### src/rtl/fifo_pkg.sv
// Shared types and helpers for the single-clock block-RAM FIFO.
package fifo_pkg;

  // Read-port behaviour of the FIFO.
  typedef enum logic {
    MODE_STD  = 1'b0,
    MODE_FWFT = 1'b1
  } fifo_mode_e;

  // Address width for a given depth. Pointers carry one extra wrap bit.
  function automatic int ptr_len(input int depth);
    return $clog2(depth);
  endfunction

  // Signed occupancy change for one cycle: +1 on write only, -1 on read only.
  function automatic logic signed [1:0] count_delta(input logic wr_acc, input logic rd_acc);
    logic signed [1:0] d;
    d = 2'sd0;
    if (wr_acc && !rd_acc) d = 2'sd1;
    if (!wr_acc && rd_acc) d = -2'sd1;
    return d;
  endfunction

endpackage

### src/rtl/sdp_bram.sv
// Simple-dual-port RAM: one write port, one registered read port.
// The array itself has no reset so that it maps onto block RAM; only the
// read output register is cleared.
module sdp_bram
  import fifo_pkg::*;
#(
  parameter int WIDTH = 8,
  parameter int DEPTH = 16,
  parameter int AW    = ptr_len(DEPTH)
) (
  input  logic             clk_i,
  input  logic             srst_i,
  input  logic             we_i,
  input  logic [AW-1:0]    waddr_i,
  input  logic [WIDTH-1:0] wdata_i,
  input  logic             re_i,
  input  logic [AW-1:0]    raddr_i,
  output logic [WIDTH-1:0] rdata_o
);

  logic [WIDTH-1:0] mem_q [DEPTH];
  logic [WIDTH-1:0] rdata_q;

  // Write port.
  always_ff @(posedge clk_i) begin
    if (we_i) mem_q[waddr_i] <= wdata_i;
  end

  // Registered read port; holds its value until the next read enable.
  always_ff @(posedge clk_i) begin
    if (srst_i)    rdata_q <= '0;
    else if (re_i) rdata_q <= mem_q[raddr_i];
  end

  assign rdata_o = rdata_q;

endmodule

### src/rtl/sync_fifo_bram.sv
// Single-clock FIFO on an inferred simple-dual-port block RAM.
// Standard mode reads straight from the RAM output register; FWFT mode adds
// a prefetch stage (RAM register -> output register) so the head word is
// presented on data_out without a read request.
module sync_fifo_bram
  import fifo_pkg::*;
#(
  parameter int WIDTH    = 8,
  parameter int DEPTH    = 16,
  parameter int PTR_LEN  = ptr_len(DEPTH),
  parameter int FWFT     = 1,
  parameter int AF_LEVEL = DEPTH - 2,
  parameter int AE_LEVEL = 2
) (
  input  logic               clk,
  input  logic               srst,
  input  logic               wr_en,
  input  logic [WIDTH-1:0]   data_in,
  input  logic               rd_en,
  output logic [WIDTH-1:0]   data_out,
  output logic               full,
  output logic               empty,
  output logic               almost_full,
  output logic               almost_empty,
  output logic [PTR_LEN:0]   count,
  output logic               overflow,
  output logic               underflow,
  input  logic               clr_err
);

  localparam int             CW      = PTR_LEN + 1;
  localparam fifo_mode_e     MODE    = (FWFT != 0) ? MODE_FWFT : MODE_STD;
  localparam logic [CW-1:0]  DEPTH_C = CW'(DEPTH);
  localparam logic [CW-1:0]  AF_C    = CW'(AF_LEVEL);
  localparam logic [CW-1:0]  AE_C    = CW'(AE_LEVEL);

  logic [CW-1:0]     wr_ptr_q, wr_ptr_d, rd_ptr_q, rd_ptr_d;
  logic [CW-1:0]     count_q, count_d;
  logic              full_q, full_d, af_q, af_d, ae_q, ae_d;
  logic              ovf_q, ovf_d, udf_q, udf_d;
  logic              wr_acc, rd_acc, ram_re, empty_w;
  logic signed [1:0] cnt_dlt;
  logic [WIDTH-1:0]  ram_rdata;

  assign wr_acc = wr_en && !full_q;

  sdp_bram #(
    .WIDTH (WIDTH),
    .DEPTH (DEPTH),
    .AW    (PTR_LEN)
  ) u_ram (
    .clk_i   (clk),
    .srst_i  (srst),
    .we_i    (wr_acc && !srst),
    .waddr_i (wr_ptr_q[PTR_LEN-1:0]),
    .wdata_i (data_in),
    .re_i    (ram_re),
    .raddr_i (rd_ptr_q[PTR_LEN-1:0]),
    .rdata_o (ram_rdata)
  );

  // Next-state for pointers, occupancy, level flags and sticky error flags.
  // rd_ptr advances on RAM reads, count on user pops; in FWFT mode the two
  // differ by the words parked in the prefetch stage.
  always_comb begin
    wr_ptr_d = wr_acc ? wr_ptr_q + CW'(1) : wr_ptr_q;
    rd_ptr_d = ram_re ? rd_ptr_q + CW'(1) : rd_ptr_q;
    cnt_dlt  = count_delta(wr_acc, rd_acc);
    count_d  = count_q + {{(CW-2){cnt_dlt[1]}}, cnt_dlt};
    full_d   = (count_d == DEPTH_C);
    af_d     = (count_d >= AF_C);
    ae_d     = (count_d <= AE_C);
    // A new error event wins over a simultaneous clear.
    ovf_d    = (wr_en && full_q)  ? 1'b1 : (clr_err ? 1'b0 : ovf_q);
    udf_d    = (rd_en && empty_w) ? 1'b1 : (clr_err ? 1'b0 : udf_q);
  end

  // Control state register.
  always_ff @(posedge clk) begin
    if (srst) begin
      wr_ptr_q <= '0;
      rd_ptr_q <= '0;
      count_q  <= '0;
      full_q   <= 1'b0;
      af_q     <= 1'b0;
      ae_q     <= 1'b1;
      ovf_q    <= 1'b0;
      udf_q    <= 1'b0;
    end else begin
      wr_ptr_q <= wr_ptr_d;
      rd_ptr_q <= rd_ptr_d;
      count_q  <= count_d;
      full_q   <= full_d;
      af_q     <= af_d;
      ae_q     <= ae_d;
      ovf_q    <= ovf_d;
      udf_q    <= udf_d;
    end
  end

  if (MODE == MODE_FWFT) begin : g_fwft
    logic [CW-1:0]    ram_cnt;
    logic             mid_vld_q, mid_vld_d, out_vld_q, out_vld_d;
    logic [WIDTH-1:0] out_q, out_d;
    logic             pop, mid_move, fetch;

    // Prefetch control: the RAM output register is the middle stage; it
    // refills whenever it is empty or handing its word to the output stage.
    always_comb begin
      ram_cnt   = wr_ptr_q - rd_ptr_q;
      pop       = rd_en && out_vld_q;
      mid_move  = mid_vld_q && (!out_vld_q || pop);
      fetch     = !srst && (ram_cnt != '0) && (!mid_vld_q || mid_move);
      mid_vld_d = fetch ? 1'b1 : (mid_move ? 1'b0 : mid_vld_q);
      out_vld_d = mid_move ? 1'b1 : (pop ? 1'b0 : out_vld_q);
      out_d     = mid_move ? ram_rdata : out_q;
    end

    // Stage boundary: RAM register -> output register.
    always_ff @(posedge clk) begin
      if (srst) begin
        mid_vld_q <= 1'b0;
        out_vld_q <= 1'b0;
        out_q     <= '0;
      end else begin
        mid_vld_q <= mid_vld_d;
        out_vld_q <= out_vld_d;
        out_q     <= out_d;
      end
    end

    assign ram_re   = fetch;
    assign rd_acc   = pop;
    assign empty_w  = !out_vld_q;
    assign data_out = out_q;
  end else begin : g_std
    // Standard mode: an accepted read loads the RAM output register directly.
    assign rd_acc   = rd_en && (count_q != '0);
    assign ram_re   = rd_acc && !srst;
    assign empty_w  = (count_q == '0);
    assign data_out = ram_rdata;
  end

  assign full         = full_q;
  assign empty        = empty_w;
  assign almost_full  = af_q;
  assign almost_empty = ae_q;
  assign count        = count_q;
  assign overflow     = ovf_q;
  assign underflow    = udf_q;

endmodule

### config.mk
export PLATFORM = sky130hd
export DESIGN_NAME = sync_fifo_bram
export DESIGN_NICKNAME = d
export VERILOG_FILES = /design/src/rtl/fifo_pkg.sv /design/src/rtl/sdp_bram.sv /design/src/rtl/sync_fifo_bram.sv
export SDC_FILE = /design/constraint.sdc
export NUM_CORES = 1
export LEC_CHECK = 0
export ABC_CLOCK_PERIOD_IN_PS = 2600
export BUFFER_PORTS_ARGS = -buffer_cell sky130_fd_sc_hd__buf_2
export CAP_MARGIN = 20
export CORE_UTILIZATION = 50
export CTS_CLUSTER_DIAMETER = 60
export DETAILED_ROUTE_END_ITERATION = 7
export PLACE_DENSITY = 0.67
export SYNTH_ARGS = -nofsm -noshare
export SYNTH_HDL_FRONTEND = slang
export SYNTH_HIERARCHICAL = 1
export SYNTH_SLANG_ARGS = --single-unit
### constraint.sdc
create_clock -name clk -period 2.6 [get_ports clk]
set_input_delay 0.13 -clock clk [delete_from_list [all_inputs] [get_ports clk]]
set_output_delay 0.13 -clock clk [all_outputs]
set_load 0.03 [all_outputs]
Yosys cells after proc, flatten, opt, wreduce, memory -nomap -nowiden
Memories as Yosys holds them, arrays and structs flattened. A register that Yosys moved wholly into a read port is not among the register bits. Index checks and enable logic that the tools add are counted.

Multiplexer cells: 11. Equality and inequality tests: 1. Magnitude comparators: 2. $add $sub $neg: 4. Reductions and logical operators: 23.

Operator list (number): $add 5x1->5 const B (2); $logic_and 1x1->1 (10); $mux 1 (10); $reduce_bool 2->1 (4); $logic_not 1->1 (6); $add 5x5->5 (1); $eq 5x5->1 const B (1); $ge 5x4->1 const B (1); $le 5x2->1 const B (1); $reduce_bool 5->1 (1); $sub 5x5->5 (1); $logic_or 1x1->1 (2); $mux 2 (1).

Bits in registers: 30. Word-level logic and storage cells: 53. Bits in writable memories: 128. Output and inout port bits: 19. Memories kept: 1.

Memory list: u_ram.mem_q (words 16, width 8, rd ports 1, clocked after Yosys merged registers in 1, wr ports 1, line sdp_bram.sv:21) `logic [WIDTH-1:0] mem_q [DEPTH];`.

Depth between registers and ports, before layout
Gate-level depths: netlist (run 1).

Depth after elaboration: 7. Mapped depth: 11. Mapped depth without buffers: 10.

Hierarchy
The synthesis (run 1) kept the hierarchy.

By module, submodules not included: sdp_bram (cells an instance 316, seq. area each 4003.8 um2, area an instance 5343.9 um2, instances 1); sync_fifo_bram (cells an instance 170, seq. area each 600.6 um2, area an instance 1554.0 um2, instances 1).

Worst setup path before layout (run 1)
OpenSTA, ideal clock, no wires.

Kind: reg2reg. From: register full_q, in the netlist full. To: memory u_ram.mem_q[0][0] (enable). Stages on the path, launching flop included: 7. Clock period less this slack: 2.437 ns. Required time: 2.217 ns. Slack: 0.163 ns. Data arrival time: 2.053 ns. Path through: dfxtp_1 -> nor2b_1 -> buf_6 -> inv_1 -> nor2_1 -> or3b_2 -> nor3_1.

Cells in the longest elaborated chain, start to end: 5.

RTL lines: start, declared (line sync_fifo_bram.sv:39) `logic full_q, full_d, af_q, af_d, ae_q, ae_d;`; start signal, assigned (line sync_fifo_bram.sv:93) `full_q <= full_d;`; $logic_not 1->1 (line sync_fifo_bram.sv:45) `assign wr_acc = wr_en && !full_q;`; $logic_and 1x1->1 (line sync_fifo_bram.sv:45); $logic_and 1x1->1 (line sync_fifo_bram.sv:54) `.we_i (wr_acc && !srst),`; $mux 1 (line sdp_bram.sv:26) `if (we_i) mem_q[waddr_i] <= wdata_i;`; $mux 1 (implied by the code) (line sdp_bram.sv:26); end, declared (line sdp_bram.sv:21).

No other way between the ends.

Final worst setup path (run 1)
From: register rd_ptr_q[2]. To: register u_ram.rdata_q[7], in the netlist u_ram/rdata_o[7] (read register of u_ram.mem_q).

Cells in the longest elaborated chain, start to end: 4.

RTL lines: start, declared (line sync_fifo_bram.sv:37) `logic [CW-1:0] wr_ptr_q, wr_ptr_d, rd_ptr_q, rd_ptr_d;`; start signal, assigned (line sync_fifo_bram.sv:91) `rd_ptr_q <= rd_ptr_d;`; $sub 5x5->5 (line sync_fifo_bram.sv:110) `ram_cnt = wr_ptr_q - rd_ptr_q;`; $reduce_bool 5->1 (line sync_fifo_bram.sv:113) `fetch = !srst && (ram_cnt != '0) && (!mid_vld_q || mid_move);`; $logic_and 1x1->1 (2 in series) (line sync_fifo_bram.sv:113); net g_fwft.fetch (line sync_fifo_bram.sv:105) `logic pop, mid_move, fetch;`; end, declared (line sdp_bram.sv:22) `logic [WIDTH-1:0] rdata_q;`.

The timed path passes the listed nets, and every way through them passes these cells. A chain may end at the register's enable or synchronous reset.

==> metrics.txt, run 1 <==
status finished, final reports clean; height of the chip 119 um; DR WL/cell about 19 um; HP Class input pin to flop; Final period util 93.1%; Worst Reg-to-Reg Cells 11; Layout Nets 573; Hold Path Origin rd_en; Arr. time, crit path between 2 and 3 ns; Post-Syn Nets 509; DRT iter0 DRCs roughly 330; Slew Limit Fails 0; post-synthesis cell count 486; Req. time, crit path 2.96 ns; unrepaired setup endpoints after global routing no; post-synthesis cell area 6900 um^2; share of the synthesized area in the top cell type 55.7%; P per Cell Area 829 nW/um^2; detailed-placement wirelength estimate between 9 and 10 mm; YS warnings 6; Layout area overhead 14.4%; CP endpoint kind flop; Vias/cell around 5.5; final hold vios 0; Clk Tree Root Cell clkbuf_16; Max-cap violations 0; Slew headroom a little over half; filler instances 1055; sequential fraction of the synthesis area 66.8%; ANT cells 0; first-pass iteration count of the detailed router 4; CTS Buf Count 17; worst hold endpoint underflow; measured slew at the worst slew-check pin ~0.71 ns; Leakage 2.76 nW; via count 4071; antenna viol nets, final 0; syn avg cell area 14.2 um^2; reg2reg start rd_ptr_q[2]; reg2reg end u_ram/rdata_o[7]; DRC violations left 0; GRT overflow 0; final instance area slightly below 8000 um^2; # IOs 32; most frequent cells in the layout edfxtp_1 (128), mux2i_1 (73), nor2_1 (45), dfxtp_1 (37), buf_4 (32); setup slack on the worst flop-to-flop path ~0.18 ns; vias in the first global route 3977; maximum vdd drop 495 uV; top post-synthesis cells by area edfxtp_1 (56%), dfxtp_1 (11%), mux2i_1 (11%), a22oi_1 (2.8%), nor2_1 (2.4%); initial antenna violation count 0; WS Path Type flop to flop; DRT Wirelength 14.0 mm; ratio of cells with drive above 1 in the final layout 19.0%; area leader, netlist edfxtp_1; max frequency 413 MHz; Core Region 13300 um^2; async set-reset flop share out of synthesis 0%; Max FO, Critical Path 8; initial core utilization 51.7%; Clock Tree Buf Depth 2; Min-Delay Path Depth 3; worst skew pair latency around 0.42 ns; most common cell after layout, fill and taps aside edfxtp_1; total track usage 21.3%; Post-synth EDFFs 128; Final setup viols 0; TritonCTS clock tree done; Die X about 120 um; cell count after placement a little over 700; setup_tns 0 ns; Primary FF master, synth edfxtp_1; Die Area between 10000 and 15000 um^2; Clock Sinks roughly 170; clock skew 0.00771 ns; row count 42; global-route wire length before repair 22.0 mm; number of register bits inferred by synthesis 166; Netlist cell types 51; clk slew on worst S/H paths 0.06 ns; IO Port Bufs 31; RePlAce Congestion just over 0.8; Placed Instance Area 7340 um^2; final core occ ~60%; Final Non-Filler Cells 739; Period minus WS final 2.42 ns; H-tree lvl count 4; largest net degree at the start of global routing 43; CP Launch Type flop
## how the worst max path moves through the flow
stage                           start                end  slack, ns  cells after the start
after floorplan                  full  u_ram/mem_q[0][0]       0.16                      6
after global placement    rd_ptr_q[2]   u_ram/rdata_o[4]       0.24                     10
after detailed placement  rd_ptr_q[2]   u_ram/rdata_o[7]       0.14                     10
after CTS                 rd_ptr_q[2]   u_ram/rdata_o[7]       0.05                     10
after global routing      rd_ptr_q[2]   u_ram/rdata_o[7]      0.009                     11
final                     rd_ptr_q[2]   u_ram/rdata_o[7]       0.18                     11
## power by group
part           internal (mW)  leakage (nW)  total [mW]  switching [mW]
clock network           1.22         0.247        2.24            1.02
logic                  0.472          1.05        1.21           0.735
registers               3.00          1.46        3.09          0.0927
total                   4.69          2.76        6.54            1.85
## per-stage QoR
stage          power, mW  hold slack (ns)  setup WS (ns)
3_3_place_gp        4.32            0.399          0.244
3_5_place_dp        4.34            0.441          0.141
5_1_grt             6.81           0.0374        0.00923
6_report            6.54           0.0300          0.179
4_1_cts             6.58           0.0134         0.0526
2_1_floorplan       4.01            0.229          0.163
## layer usage
| layer | vias up | share of wire, % | GRT usage [%] |
|---|---|---|---|
| met1 | 1998 | 44 | 27.7 |
| met2 | 99 | 49 | 33.7 |
| met5 | - | 0 | 0 |
| met4 | 0 | 1.9 | 7.89 |
| li1 | 1952 | - | - |
| met3 | 22 | 5.4 | 6.23 |
## cells by family after synthesis
kind of cell / Yosys count / synth area share [%]
fa+ha+maj: 10 / 1.81
mux: 76 / 11.2
flops: 166 / 66.8
buf+inv: 32 / 3.17
simple gates: 133 / 9.36
xor+xnor: 11 / 1.60
compound gates: 58 / 6.06
## worst max-delay path: stages (launching register included)
cell and delay [ns]:
dfxtp_4 0.34, inv_1 0.04, ha_1 0.31, and3b_1 0.23, o211a_1 0.25, o2111a_2 0.26, nor3_1 0.27, nand3b_1 0.12
buf_4 0.18, a21oi_1 0.15, nand3_1 0.11, nand3_1 0.09
## cell usage after synthesis, types with 4 or more instances
master,number
nor2b_1,5
a22oi_1,26
a21oi_1,14
buf_2,8
xor2_1,5
edfxtp_1,128
dfxtp_1,38
nor3_1,5
inv_1,13
xnor2_1,5
nor2_1,45
nand2b_1,4
nand2_1,27
mux2i_1,73
ha_1,10
nand3_1,28
## final cells by class
class,instances,area [um^2],area share (%)
Timing Repair Buffer,64,405,5.14
Multi-Input combinational cell,288,2070,26.3
Clock buffer,18,429,5.44
Inverter,13,48.8,0.618
Sequential cell,166,4610,58.4
Tap cell,176,220,2.79
Clock inverter,14,104,1.32
## state kept, by name, summed over array words and instances, names as in the netlist
signal and count:
almost_empty 1, almost_full 1, wr_ptr_q 5, underflow 1
g_fwft.out_vld_q 1, u_ram/rdata_o 8, rd_ptr_q 5, g_fwft.mid_vld_q 1
count 5, u_ram/mem_q 128, overflow 1, full 1
data_out 8
## timing repair
item                                    CTS  global route
hold endpoints to repair                  1             0
hold buffers                              1             0
buffers inserted                          0             1
endpoints found under the setup margin    0             8
gates resized for setup                   0             0
No activity file was read; power rests on OpenSTA's default activity.
==> run 2, diff against run 1 <==
ABC_AREA = 1   (was unset)
==> metrics.txt, run 2 <==
Post-Syn Nets 728; H-tree lvl count 4; max reg flops between 100 and 150; Vias/cell 5.22; DRT iter0 DRCs 356; antenna viol nets, final 0; unrepaired setup endpoints after global routing no; Final setup viols 0; initial antenna violation count 0; DRT Wirelength 15.4 mm; clock skew 0.00598 ns; area leader, netlist edfxtp_1; ratio of cells with drive above 1 in the final layout 14.7%; reg2reg start wr_ptr_q[2]; initial core utilization between 50 and 60%; share of the synthesized area in the top cell type between 50 and 60%; height of the chip 122 um; Die Area approximately 15000 um^2; worst skew pair latency 0.43 ns; Clock Sinks ~170; largest net degree at the start of global routing 40; Post-synth EDFFs between 100 and 150; routed wl met3 919 um; maximum vdd drop between 800 and 900 uV; post-synthesis cell count 705; Commonest cells post-synth nand2_1 (216), edfxtp_1 (128), nand3_1 (120); pre-CTS setup slack 0.459 ns; Period minus WS final 2.16 ns; HP Class input pin to flop; YS warnings 6; WL met2 7.39 mm; DRC violations left 0; setup ws final between 0.4 and 0.5 ns; Layout Nets 778; GRT overflow 0; Primary FF master, synth edfxtp_1; final core occ between 50% and 60%; Clk Tree Root Cell clkbuf_16; CP endpoint kind flop; Hold Path Origin data_in[7]; Worst Reg-to-Reg Cells 14; first-pass iteration count of the detailed router 5; final hold vios 0; most common cell after layout, fill and taps aside nand2_1; status finished, final reports clean; number of register bits inferred by synthesis 166; # IOs 32; CP Launch Type flop; IO Port Bufs 31; Tot Pwr 7.00 mW; max incr delay on CP 0.47 ns; total track usage a little under a quarter; Fin Hold WS 0.0943 ns; CTS Buf Count 17; Die X between 100 and 150 um; post-synthesis cell area between 7000 and 8000 um^2; detailed-placement wirelength estimate 9.74 mm; syn avg cell area a little over 10 um^2; max frequency 463 MHz; global-route wire length before repair ~24 mm; Leakage 3.36 nW; most frequent cells in the layout nand2_1 (216), edfxtp_1 (128), nand3_1 (120), nor2_1 (62), inv_1 (44); top post-synthesis cells by area edfxtp_1 (54%), nand2_1 (11%), dfxtp_1 (11%), nand3_1 (8.4%), nor2_1 (3.2%); P per Cell Area 853 nW/um^2; clk slew on worst S/H paths 0.07 ns; async set-reset flop share out of synthesis 0%; Req. time, crit path 2.97 ns; Most Frequent Cell on Critical Path nand2_1; WS Path Type flop to flop; Min-Delay Path Depth 1; most frequent cell after synthesis nand2_1; worst hold endpoint u_ram/mem_q[11][7]; filler instances ~1200; TritonCTS clock tree done; Clock Tree Buf Depth 2; Layout area overhead 14.3%; row count 43; setup slack on the worst flop-to-flop path 0.44 ns; Netlist cell types 31; DR WL/cell 16.3 um; Biggest register u_ram/mem_q; Cell Chain, Critical Path ha_1 -> nand2_1 -> inv_1 -> nand2_1 -> nand2_1 -> nand2_1 -> nand2_2 -> nand3_4 -> nand2_4 -> inv_1 -> nor2_1 -> nor2_1 -> nand2_1 -> inv_1; M1 WL 6.72 mm; Arr. time, crit path between 2 and 3 ns; vias in the first global route 4745; measured slew at the worst slew-check pin 0.760 ns; sequential fraction of the synthesis area 64.2%; via count 4948; Max Used Layer met4; Final period util between 80% and 90%; reg2reg end u_ram/rdata_o[4]; Slew Limit Fails 0; ANT cells 0; Max-cap violations 0; Slew headroom slightly below 50%; setup_tns 0 ns; Max FO, Critical Path 17; Slowest-stage cell, CP dfxtp_1; RePlAce Congestion 0.834; Core Region 13900 um^2
[run 2: where the power goes]
part	switching (mW)	internal, mW
clock	1.07	1.54
sequential	0.0518	2.95
combinational	0.990	0.399
[run 2: routing by layer]
layer | global-route usage [%] | vias up
met5 | 0 | -
met4 | 10.3 | 0
met3 | 5.10 | 28
met2 | 36.3 | 125
met1 | 29.3 | 2337
li1 | - | 2458
[run 2: worst max path at each step]
stage / startpoint / endpoint / slack [ns] / depth (start not counted)
floorplan: full / almost_empty / 0.51 / 13
global placement: full / almost_empty / 0.54 / 13
detailed placement: wr_ptr_q[0] / u_ram/rdata_o[4] / 0.46 / 14
CTS: wr_ptr_q[2] / u_ram/rdata_o[4] / 0.45 / 14
global route: wr_ptr_q[0] / u_ram/rdata_o[3] / 0.19 / 14
finish: wr_ptr_q[2] / u_ram/rdata_o[4] / 0.44 / 14
[run 2: logic make-up (layout without fill, tap and decap cells)]
family | Yosys count | in the layout | share of synthesized area, %
flops | 166 | 166 | 64.2
compound gates | 21 | 21 | 1.66
xor+xnor | 7 | 7 | 0.960
simple gates | 423 | 423 | 25.8
fa+ha+maj | 10 | 10 | 1.74
buf+inv | 78 | 141 | 5.64
[run 2: layout make-up]
class	instances	area, um^2	share of cell area (%)
clock buffers	17	425	5.19
clock inverters	15	193	2.35
inverters	49	189	2.30
multi-input cells	461	2160	26.4
flip-flops and latches	166	4610	56.2
well taps	180	225	2.75
repair buffers	60	395	4.82
[run 2: timing repair]
action	4_1_cts	5_1_grt
setup buffers	0	0
endpoints found under the hold margin	5	0
gates resized for setup	0	0
hold buffers	4	0
[run 2: stage by stage]
| step | std cells | area (um^2) |
|---|---|---|
| after floorplan | 705 | 7170 |
| after global placement | 912 | 7540 |
| after detailed placement | 912 | 7540 |
| after CTS | 948 | 8200 |
| after global routing | 948 | 8200 |
| final | 948 | 8200 |
[run 2: critical path: cells and delay by family (launching register included)]
kind | cells | cell delay, ns
flops | 1 | 0.47
buf+inv | 3 | 0.49
simple gates | 10 | 0.84
fa+ha+maj | 1 | 0.30
==> run 3, diff against run 2 <==
ABC_CLOCK_PERIOD_IN_PS = 2200   (was 2600)
clock period = 2.2 ns   (was 2.6 ns; I/O delays follow)
==> metrics.txt, run 3 (synthesis results as in run 2) <==
status finished, final reports clean; maximum vdd drop slightly below 800 uV; final core occ 59.1%; DRT iter0 DRCs ~440; Placed Instance Area 7560 um^2; Clk pwr share 36.4%; Min-Delay Path Depth 4; combinational share of power 20.5%; reg2reg end full; Req. time, crit path 2.56 ns; detailed-placement wirelength estimate 9.72 mm; H-tree lvl count 4; worst skew pair latency 0.42 ns; Max FO, Critical Path 5; height of the chip about 120 um; initial antenna violation count 0; Max-cap violations 0; clk slew on worst S/H paths 0.06 ns; Core Region around 14000 um^2; row count 43; register area roughly 4600 um^2; Cell Chain, Critical Path nand2_2 -> clkinv_4 -> ha_1 -> inv_1 -> ha_1 -> ha_1 -> or2_4 -> nand3_2 -> nand2_1 -> nand2_1 -> nand3_2 -> inv_2 -> nand2_1 -> nor2_2; max incr delay on CP 0.34 ns; Period minus WS final 2.05 ns; most frequent cells in the layout nand2_1 (216), edfxtp_1 (128), nand3_1 (120), nor2_1 (62), inv_1 (43); final hold vios 0; via count 4965; CP endpoint kind flop; DR WL/cell between 15 and 20 um; max reg flops 128; Tot Pwr slightly above 8 mW; DRT Wirelength approximately 16 mm; largest net degree at the start of global routing between 60 and 70; final instance area slightly above 8000 um^2; ratio of cells with drive above 1 in the final layout between 10% and 20%; # IOs 32; Layout Nets 784; Slowest-stage cell, CP dfxtp_1; IO Port Bufs 31; clock skew between 0.006 and 0.007 ns; critical path endpoint full; Slew Limit Fails 0; Slew headroom 53.7%; TritonCTS clock tree done; Arr. time, crit path 2.41 ns; Clock Tree Buf Depth 2; Final period util between 90% and 100%; initial core utilization 51.5%; Layout area overhead 14.8%; GRT overflow 0; Final setup viols 0; reg2reg start g_fwft.out_vld_q; DRC violations left 0; Die Area 14800 um^2; Biggest register u_ram/mem_q; WS Path Type flop to flop; HP Class input pin to flop; Die X 122 um; WL met2 7.60 mm; launch point of the critical path g_fwft.out_vld_q; setup slack on the worst flop-to-flop path ~0.15 ns; routed wl met3 around 860 um; Worst path depth 14; unrepaired setup endpoints after global routing no; first-pass iteration count of the detailed router 5; most common cell after layout, fill and taps aside nand2_1; sequential share of power ~43%; CTS Buf Count 17; vias in the first global route 4788; P per Cell Area about 1000 nW/um^2; Clock Sinks approximately 170; Fin Hold WS 0.0475 ns; internal power a little under 6 mW; switch share approximately 30%; max frequency 487 MHz; Worst Reg-to-Reg Cells 14; CP Launch Type flop; filler instances 1194; measured slew at the worst slew-check pin 0.694 ns; delay-heaviest family, CP simple AND/OR/NAND/NOR gates; global-route wire length before repair approximately 25 mm; Clk Tree Root Cell clkbuf_16; CP bufs+invs 3; Vias/cell 5.20; antenna viol nets, final 0; RePlAce Congestion about 0.83; setup_tns 0 ns; total track usage 22.7%; M1 WL 6.93 mm; Leakage 3.36 nW; Max Used Layer met4; switching power 2.44 mW; ANT cells 0; Multi-input gate area ~2200 um^2
[run 3: cell count changes in the layout (fill, tap and decap cells not counted), sizes merged]
cell      before  now
inv           54   51
clkinvlp       2    5
buf           56   60
clkinv         5    6
clkbuf        17   18
[run 3: what timing repair did]
action                                  CTS  global route
resized for setup                         0             6
endpoints found under the setup margin    0            10
hold buffers                              4             0
setup buffers                             0             1
endpoints found under the hold margin     6             0
[run 3: worst min path at each step]
stage                          start                 to
after floorplan                 srst        wr_ptr_q[4]
after global placement       clr_err           overflow
after detailed placement     clr_err          underflow
after CTS                      rd_en   g_fwft.out_vld_q
after global routing      data_in[5]  u_ram/mem_q[1][5]
final                          rd_en   g_fwft.out_vld_q
[run 3: worst min-delay path, delay by kind of cell]
family,cells,cell delay [ns]
AO/OA/AOI/OAI,1,0.07
AND/OR/NAND/NOR,1,0.07
buffers and inverters,2,0.16
[run 3: area by class of cell]
cell class | count | area share (%)
Multi-Input combinational cell | 461 | 26.3
Timing Repair inverter | 2 | 0.182
Clock buffer | 18 | 5.21
Sequential cell | 166 | 55.9
Inverter | 49 | 2.34
Clock inverter | 14 | 2.07
Tap cell | 180 | 2.74
Timing Repair Buffer | 64 | 5.17
[run 3: metrics by stage]
| step | cells | setup WS (ns) |
|---|---|---|
| after floorplan | 705 | 0.106 |
| after global placement | 915 | 0.173 |
| after detailed placement | 915 | 0.0898 |
| after CTS | 951 | 0.0833 |
| after global routing | 954 | 0.0222 |
| final | 954 | 0.146 |
[run 3: power groups by stage]
stage / Combinational (mW) / Clock [mW] / Sequential (mW)
CTS: 1.66 / 3.04 / 3.55
floorplan: 1.14 / 0 / 3.69
finish: 1.68 / 2.99 / 3.55
detailed placement: 1.65 / 0 / 3.61
global route: 1.87 / 3.17 / 3.56
global placement: 1.63 / 0 / 3.61
[run 3: metal layers]
metal	vias to the layer above	GRT usage, %
met5	-	0
met4	0	7.33
met3	18	5.34
met2	134	37.3
met1	2345	29.6
li1	2468	-
